--- src/rtl/fetch_sequencer.sv ---
// Fetch sequencer: drives next PC, issues instruction reads and fills IF/ID.
// Handles decode stalls and redirects, including ones that land mid-read.
module fetch_sequencer #(
    parameter logic [31:0] RESET_VECTOR = 32'h0000_0000,
    parameter logic [31:0] PC_INCR      = 32'd4
) (
    input  logic        Clk,
    input  logic        Reset,
    input  logic [31:0] PCResult,
    output logic [31:0] Address,
    output logic        IMemReq,
    output logic [31:0] IMemAddr,
    input  logic        IMemRdy,
    input  logic [31:0] IMemData,
    input  logic        Stall,
    input  logic        Redirect,
    input  logic [31:0] RedirectAddr,
    output logic [31:0] Instruction,
    output logic [31:0] PCPlus4,
    output logic        IFValid
);

    typedef enum logic [1:0] {
        REQ   = 2'd0,
        HOLD  = 2'd1,
        DRAIN = 2'd2
    } state_t;

    state_t      state;
    state_t      state_nxt;
    logic [31:0] pending;
    logic [31:0] pending_nxt;
    logic [31:0] buf_instr;
    logic [31:0] buf_instr_nxt;
    logic [31:0] buf_pc4;
    logic [31:0] buf_pc4_nxt;
    logic [31:0] instr_nxt;
    logic [31:0] pc4_nxt;
    logic        valid_nxt;
    logic [31:0] seq_pc;
    logic [31:0] target;
    logic        ifid_free;

    assign seq_pc    = PCResult + PC_INCR;
    assign target    = RedirectAddr & ~32'h3;
    assign ifid_free = !IFValid || !Stall;
    assign IMemAddr  = PCResult;
    assign IMemReq   = !Reset && (state != HOLD);

    always_comb begin
        state_nxt     = state;
        pending_nxt   = pending;
        buf_instr_nxt = buf_instr;
        buf_pc4_nxt   = buf_pc4;
        instr_nxt     = Instruction;
        pc4_nxt       = PCPlus4;
        valid_nxt     = IFValid;
        Address       = PCResult;

        unique case (state)
            REQ: begin
                if (Redirect) begin
                    valid_nxt = 1'b0;
                    if (IMemRdy) begin
                        Address = target;
                    end else begin
                        // Read still in flight: park target until it retires
                        pending_nxt = target;
                        state_nxt   = DRAIN;
                    end
                end else if (IMemRdy) begin
                    Address = seq_pc;
                    if (ifid_free) begin
                        instr_nxt = IMemData;
                        pc4_nxt   = seq_pc;
                        valid_nxt = 1'b1;
                    end else begin
                        buf_instr_nxt = IMemData;
                        buf_pc4_nxt   = seq_pc;
                        state_nxt     = HOLD;
                    end
                end else if (!Stall) begin
                    valid_nxt = 1'b0;
                end
            end
            HOLD: begin
                if (Redirect) begin
                    Address   = target;
                    valid_nxt = 1'b0;
                    state_nxt = REQ;
                end else if (!Stall) begin
                    instr_nxt = buf_instr;
                    pc4_nxt   = buf_pc4;
                    valid_nxt = 1'b1;
                    state_nxt = REQ;
                end
            end
            DRAIN: begin
                valid_nxt = 1'b0;
                if (IMemRdy) begin
                    Address   = Redirect ? target : pending;
                    state_nxt = REQ;
                end else if (Redirect) begin
                    pending_nxt = target;
                end
            end
            default: begin
                state_nxt = REQ;
            end
        endcase

        if (Reset) begin
            Address = RESET_VECTOR;
        end
    end

    always_ff @(posedge Clk) begin
        if (Reset) begin
            state       <= REQ;
            pending     <= '0;
            buf_instr   <= '0;
            buf_pc4     <= '0;
            Instruction <= '0;
            PCPlus4     <= '0;
            IFValid     <= 1'b0;
        end else begin
            state       <= state_nxt;
            pending     <= pending_nxt;
            buf_instr   <= buf_instr_nxt;
            buf_pc4     <= buf_pc4_nxt;
            Instruction <= instr_nxt;
            PCPlus4     <= pc4_nxt;
            IFValid     <= valid_nxt;
        end
    end

endmodule
--- config.mk ---
export PLATFORM = sky130hd
export DESIGN_NAME = fetch_sequencer
export DESIGN_NICKNAME = d
export VERILOG_FILES = /design/src/rtl/fetch_sequencer.sv
export SDC_FILE = /design/constraint.sdc
export NUM_CORES = 1
export LEC_CHECK = 0
export CORE_AREA = 2 2 126 159
export DETAILED_ROUTE_END_ITERATION = 8
export DIE_AREA = 0 0 128 161
export PLACE_DENSITY_LB_ADDON = 0.3
export SLEW_MARGIN = 40
export SYNTH_ARGS = -nofsm -noshare
export SYNTH_HDL_FRONTEND = slang
export SYNTH_SLANG_ARGS = --single-unit
--- constraint.sdc ---
create_clock -name Clk -period 5 [get_ports Clk]
set_input_delay 1.5 -clock Clk [delete_from_list [all_inputs] [get_ports Clk]]
set_output_delay 1.5 -clock Clk [all_outputs]
set_load 0.005 [all_outputs]
### Word-level counts from Yosys, hierarchy flattened

Index checks and enable logic that the tools add are counted.

* input port bits: 101
* register bits: 163

* add/subtract/negate cells: 1
* equal/unequal tests: 18
* bitwise logic cells: 2
* multiplexer cells: 39
* reductions and logical operators: 14

Operators by type and width (count)
* $mux 32: 20
* $pmux 32 s2: 3
* $pmux 32 s3: 1
* $add 32x3->32 const B: 1
* $ne 2x2->1 const B: 9
* $mux 2: 7
* $ne 3x3->1 const B: 4
* $reduce_and 4->1: 3
* $ne 4x4->1 const B: 2
* $mux 1: 6
* $pmux 2 s3: 1
* $reduce_and 6->1: 1
* $reduce_and 5->1: 1
* $reduce_bool 2->1: 2
* $logic_not 1->1: 3
* $pmux 1 s3: 1
* $reduce_bool 3->1: 1
* $eq 2x1->1 const B: 1
* $eq 2x2->1 const B: 1
* $logic_not 2->1: 1
* $ne 2x1->1 const B: 1
* $not 1->1: 2
* $logic_and 1x1->1: 1
* $logic_or 1x1->1: 1

### Longest topological paths before layout

Gate-level depths: netlist of run 1.

* depth in word-level cells: 6
* depth in mapped cells: 9
* mapped depth without buffers: 7

### Worst setup path before layout of run 1

No wires, ideal clock.

* kind: input -> output
* start point: in PCResult[2]
* end point: out Address[22]
* stages: 6
* buffers on the path: 0
* slack: 373 ps
* required time: 3500 ps
* arrival time: 3127 ps
* cell sequence: ha_1 > nand4_4 > or4_4 > nor4_4 > o221ai_1 > a211oi_1

* word-level cells in the longest chain between the ends: 5

Ends and longest elaborated chain
* start, declared: RTL line 9 `input logic [31:0] PCResult,`
* $add 32x3->32: RTL line 44 `assign seq_pc = PCResult + PC_INCR;`
* $mux 32: RTL line 71 `end else if (IMemRdy) begin`
* $mux 32: RTL line 62 `if (Redirect) begin`
* $pmux 32 s3: RTL line 60 `unique case (state)`
* $mux 32: RTL line 112 `if (Reset) begin`
* end, declared: RTL line 10 `output logic [31:0] Address,`

No other way between the ends.

### Worst setup path in the final report of run 1

* start point: in PCResult[8]
* end point: out Address[11]

Same word-level chain as after synthesis.

==> metrics.md, run 1 <==
| Metric | Value |
|---|---|
| Fillers | 1510 |
| Total grt overflow | 0 |
| Row cnt | 57 |
| Worst Path Arrival | 3460 ps |
| Multi-input gate area | 5570 sq um |
| #FFs+latches synth | 163 |
| First-pass GRT wire length | 50.8 mm |
| Max-slew headroom | 55.3% |
| Dominant synthesized flop cell | dfxtp_1 |
| Cell Area, Synth | 9370 sq um |
| Initial antenna violation count | 0 |
| Vias in the first global route | 9818 |
| Avg Synthesized Cell Area | 7.48 sq um |
| Residual DRC count | 0 |
| Design area | 13400 sq um |
| Vias per cell | 5.94 |
| EDFF count, synth | 0 |
| Largest net degree at the start of global routing | 67 |
| Worst VDD drop | 0.261 mV |
| Placeable Area | 19100 sq um |
| CTS tree | yes |
| Max Buffers Root-to-Sink | 2 |
| Routed wire length | 32.3 mm |
| Post-synth net total | 1358 |
| Slew Limit Fails | 0 |
| Status | complete, no violations |
| Dominant cell type by area after synthesis | dfxtp_1 |
| Final hold violation count | 0 |
| Synth unique cells | 63 |
| Seq/Total Area, Yosys | 34.8% |
| Drt wl/cell | 18.2 um |
| Yosys warnings | 0 |
| Die area | 20600 sq um |
| Router iterations before antenna repair | 9 |
| Vias | 10511 |
| Htree depth | 4 |
| FF+latch area | 3260 sq um |
| Hpwl dp | 22.4 mm |
| PortBufs | 228 |
| P&R area growth vs syn | 42.7% |
| Yosys top cell area share | 34.8% |
| Fin crit share | 99.2% |
| Post-Syn Instances | 1252 |
| Gr usage total | 30.5% |
| Placed Area | 12400 sq um |
| Total CTS buffers | 17 |
| GP Congestion | 0.931 |
| Starting density of the core | 49.0% |
| Antenna Cells | 0 |
| Final Skew | 9.06 ps |
| CP Max Fanout | 6 |
| Worst skew pair latency | 430 ps |
| Finish-stage setup viols | 0 |
| IO Count | 231 |
| PD cells | 297 nW/um^2 |
| Min Tclk post-route | 4960 ps |
| Power Total | 3980 uW |
| HP Class | reg2reg |
| Share of layout cells above drive strength 1 | 16.7% |
| Leak | 0.00513 uW |
| Ys async rst share | 0% |
| 1st-iter DRT viols | 958 |
| Slew @ Worst Pin | 669 ps |
| Final antenna-violating net count | 0 |
| RSZ-0062 raised after global routing | yes |
| Hold buffer count at cts | 0 |
| CP endpoint kind | output port |
| Die H | 161 um |
| Max cap viols | 0 |
| # nets final | 1627 |
| Critical path required time | 3500 ps |
| CP Launch Type | input port |
| Synth area leaders | dfxtp_1 (35%), nand2_1 (8.2%), a21oi_1 (7.0%), mux2i_1 (5.9%), nor2_1 (4.6%) |
| Root Buffer | clkbuf_16 |
| DIE WIDTH | 128 um |
| Worst-path clk slew | 70 ps |
| Fmax | 0.202 GHz |
| CTS sink cnt | 163 |
| Critical path class | in2out |
## repair_timing
action / 4_1_cts / 5_1_grt
gates resized for setup: 94 / 23
endpoints found under the setup margin: 29 / 19
pin swaps: 25 / 11
buffers inserted: 21 / 1
## power by group
part	leakage, uW	internal (uW)	switching (uW)
sequential	0.00133	1390	50.5
combinational	0.00350	547	588
clock	0.000309	819	587
## stage by stage
| step | setup WS [ps] | util [%] | setup TNS [ps] | std cells | hold slack [ps] |
|---|---|---|---|---|---|
| floorplan | 373 | - | 0 | 1252 | 434 |
| detailed placement | -635 | 64.9 | -12160 | 1716 | 446 |
| global placement | -623 | 64.8 | -11500 | 1714 | 440 |
| CTS | 8.01 | 69.7 | 0 | 1769 | 456 |
| global route | -43.3 | 70.0 | -44.3 | 1770 | 471 |
| finish | 38.4 | 70.0 | 0 | 1770 | 454 |
## flip-flops by register name, summed over array words and instances, names as in the netlist
register     flops
buf_pc4         32
state            2
IFValid          1
buf_instr       32
Instruction     32
pending         32
PCPlus4         32
## worst max-delay path, cell delays in order
cell	delay, ps
dlygate4sd2_1	230
buf_4	160
nand4_1	150
buf_4	200
nor3_2	190
xnor2_1	190
o211ai_1	120
a21oi_1	190
clkdlybuf4s50_1	540
## synthesized netlist by cell type, types with 6 or more instances
| cell | n |
|---|---|
| nand2_1 | 204 |
| nand2b_1 | 21 |
| clkbuf_1 | 75 |
| xor2_1 | 7 |
| a221oi_1 | 11 |
| a211oi_1 | 55 |
| nor3_1 | 25 |
| a21oi_1 | 131 |
| o221ai_1 | 19 |
| buf_1 | 18 |
| and3_1 | 12 |
| buf_4 | 33 |
| nor2_1 | 115 |
| o21ai_0 | 70 |
| nand4_1 | 12 |
| nor4_1 | 6 |
| dfxtp_1 | 163 |
| mux2i_1 | 55 |
| xnor2_1 | 14 |
| nand3_1 | 37 |
| o211ai_1 | 13 |
| o22a_1 | 6 |
| a31oi_1 | 17 |
| inv_1 | 26 |
| buf_2 | 17 |
| o21a_1 | 7 |
## logic make-up (layout without fill, tap and decap cells)
group | count (synthesis) | after routing | share of synthesized area [%]
buffers and inverters | 171 | 453 | 8.41
adders and majority gates | 5 | 5 | 0.668
AOI/OAI and AO/OA | 378 | 378 | 25.8
muxes | 58 | 58 | 6.24
and+or+nand+nor | 456 | 456 | 22.1
xor gates and xnor gates | 21 | 21 | 1.96
DFF | 163 | 163 | 34.8
## worst paths after layout
check / start / endpoint / slack, ps / depth (start not counted)
min: buf_instr[24] / buf_instr[24] / 450 / 2
max: PCResult[8] / Address[11] / 40 / 9
min reg2reg: buf_instr[24] / buf_instr[24] / 450 / 2
max reg2reg: state[0] / pending[7] / 2130 / 8
## placed cells by master (no fill, tap or decap), drive strengths merged, types with 5 or more instances in the layout
cell type,synthesis,routed
a211oi,55,55
a21oi,131,131
a221oi,11,11
a222oi,5,5
a22oi,5,5
a31oi,17,17
and3,12,12
buf,68,172
clkbuf,76,26
clkdlybuf4s50,0,184
dfxtp,163,163
dlygate4sd2,0,25
ha,5,5
inv,26,34
mux2i,55,55
nand2,204,204
nand2b,21,21
nand3,37,37
nand4,14,14
nor2,115,115
nor3,26,26
nor4,9,9
o211ai,13,13
o21a,7,7
o21ai,70,70
o221ai,19,19
o22a,6,6
o22ai,5,5
xnor2,14,14
xor2,7,7
## per-layer routing
metal | share of wire, % | track usage [%] | vias to the layer above
li1 | - | - | 4994
met1 | 40 | 38.8 | 4889
met2 | 47 | 49.9 | 530
met3 | 9.0 | 7.25 | 98
met4 | 3.6 | 12.3 | 0
met5 | 0 | 0 | -
## final cells by class
class | instances | share of cell area [%]
clock inverters | 13 | 1.36
repair buffers | 394 | 26.3
flip-flops and latches | 163 | 24.4
inverters | 27 | 0.758
clock buffers | 19 | 3.31
well taps | 236 | 2.21
multi-input cells | 918 | 41.6
(Power assumes the default switching activity.)
==> run 2, diff against run 1 <==
- CORE_AREA: 2 2 126 159 -> 2 2 140 142
- CTS_BUF_LIST: default -> sky130_fd_sc_hd__clkbuf_4 sky130_fd_sc_hd__clkbuf_8 sky130_fd_sc_hd__clkbuf_16
- DIE_AREA: 0 0 128 161 -> 0 0 142 144
==> run 2 against run 1 <==
Non-clock buffer count increased by 27. Cell area increased by 1.5%. Hold slack better by 1.5 ps. Total power shrank 0.72%. Setup slack got worse by 30 ps. Routed wire length grew 6.9%. Flip-flop and latch count unchanged. Critical endpoint is now Address[19]. Largest power group unchanged. Highest routed layer unchanged.
==> metrics.md, run 2 (synthesis gave the netlist of run 1 again) <==
| Metric | Value |
|---|---|
| Status | complete, no violations |
| PD cells | 291 nW/um^2 (-2.2%) |
| Commonest non-fill, non-tap cells in the layout | nand2_1 (203), clkdlybuf4s50_1 (184), buf_4 (178) |
| Starting density of the core | 49.1% (+0.087 points) |
| Htree depth | 4 (unchanged) |
| GP Congestion | 0.998 (+7.1%) |
| Finish-stage setup viols | 0 (unchanged) |
| CP Launch Type | input port |
| DIE WIDTH | 142 um (+11%) |
| Routed wire length | 34.5 mm (+6.9%) |
| CP endpoint kind | output port |
| Final hold violation count | 0 (unchanged) |
| # nets final | 1654 (+1.7%) |
| Slew Limit Fails | 0 (unchanged) |
| Placeable Area | 19100 sq um (-0.18%) |
| First-pass GRT wire length | 52.8 mm (+3.9%) |
| Largest net degree at the start of global routing | 80 (+19%) |
| Worst VDD drop | 0.251 mV (-3.6%) |
| Vias per cell | 6.04 (+1.6%) |
| Router iterations before antenna repair | 5 (-4) |
| Worst Path Arrival | 3490 ps (+30 ps) |
| Max Buffers Root-to-Sink | 2 (unchanged) |
| Max cap viols | 0 (unchanged) |
| Fin util | 71.2% (+1.2 points) |
| Slew @ Worst Pin | 847 ps (+178 ps) |
| Root Buffer | clkbuf_16 |
| CTS tree | yes |
| Residual DRC count | 0 (unchanged) |
| Min setup slack post-route | 8.63 ps (-29.8 ps) |
| Fin crit share | 99.8% (+0.60 points) |
| PortBufs | 228 (unchanged) |
| Hpwl dp | 23.0 mm (+2.4%) |
| DP Worst Slack | -760 ps (-126 ps) |
| Hold buffer count at cts | 0 (unchanged) |
| Total CTS buffers | 17 (unchanged) |
| Critical path class | in2out |
| Min Tclk post-route | 4990 ps (+29.8 ps) |
| Fmax | 0.200 GHz (-0.60%) |
| Worst-path clk slew | 70 ps (about the same) |
| Vias | 10863 (+3.3%) |
| Drt wl/cell | 19.2 um (+5.1%) |
| P&R area growth vs syn | 44.9% |
| Vias in the first global route | 10285 (+4.8%) |
| CP Max Fanout | 7 (+1) |
| IO Count | 231 (unchanged) |
| Final Skew | 9.50 ps (+0.438 ps) |
| Share of layout cells above drive strength 1 | 19.5% (+2.8 points) |
| Max-slew headroom | 43.5% (-12 points) |
| Most common cell after layout, fill and taps aside | nand2_1 |
| Row cnt | 51 (-11%) |
| Critical path required time | 3500 ps (about the same) |
| Power Total | 3950 uW (-0.72%) |
| Total grt overflow | 0 (unchanged) |
| Final antenna-violating net count | 0 (unchanged) |
| Worst skew pair latency | 430 ps (about the same) |
| Leak | 0.00522 uW (+1.6%) |
| Die area | 20400 sq um (-0.78%) |
| 1st-iter DRT viols | 1159 (+21%) |
| Die H | 144 um (-11%) |
| Gr usage total | 32.7% (+2.1 points) |
| Initial antenna violation count | 0 (unchanged) |
| CTS sink cnt | 163 (unchanged) |
| HP Class | reg2reg |
## run 2: cell count changes in the layout (fill, tap and decap cells not counted), sizes merged
cell / before / now
buf: 172 / 205
bufinv: 3 / 1
clkbuf: 26 / 28
clkdlybuf4s15: 2 / 4
clkinv: 3 / 5
clkinvlp: 0 / 2
diode: 0 / 1
dlygate4sd2: 25 / 15
dlymetal6s2s: 4 / 2
## run 2: layout make-up
cell class                      count  area, sq um
Antenna cell                        1         2.50
Clock buffer                       17          425
Clock inverter                     15          185
Fill cell                        1530         5500
Inverter                           27          101
Multi-Input combinational cell    918         5590
Sequential cell                   163         3260
Tap cell                          238          298
Timing Repair Buffer              421         3710
## run 2: power breakdown
part	internal, uW	leakage (uW)	switching, uW	total [uW]
Clock	721	0.000293	629	1350
Sequential	1390	0.00133	49.5	1440
Combinational	550	0.00360	614	1160
Total	2660	0.00522	1290	3950
## run 2: metrics by stage
| stage | TNS [ps] | instance area (sq um) | std cells | hold WS (ps) |
|---|---|---|---|---|
| final | 0 | 13600 | 1800 | 456 |
| after global routing | -16.0 | 13600 | 1799 | 473 |
| after CTS | 0 | 13400 | 1788 | 456 |
| after detailed placement | -14360 | 12500 | 1721 | 447 |
| after global placement | -13570 | 12400 | 1721 | 441 |
| after floorplan | 0 | 9370 | 1252 | 434 |
## run 2: what timing repair did
action	in CTS	in global routing
setup endpoints to repair	28	24
setup buffers	35	11
pin swaps	37	20
resized for setup	110	46
## run 2: layer usage
layer,GRT usage (%),part of all wire [%],vias up
li1,-,-,5048
met1,40.7,39,5056
met2,53.3,47,608
met3,5.66,8.5,151
met4,19.2,5.9,0
met5,0,0,-
## run 2: path summary, 6_finish.rpt
path / start / end / slack (ps) / depth (start not counted)
setup reg to reg: state[1] / PCPlus4[17] / 1570 / 9
setup / recovery: PCResult[4] / Address[19] / 9 / 10
hold reg to reg: pending[25] / pending[25] / 460 / 2
hold / removal: pending[25] / pending[25] / 460 / 2
## run 2: worst max-delay path, stage by stage
cell and delay [ps]:
clkdlybuf4s15_2 230, buf_6 120, nand4_1 180, nor4_4 360, buf_4 190, buf_6 110, and4_1 190, nor3_1 50
o221a_2 280, dlygate4sd2_1 270
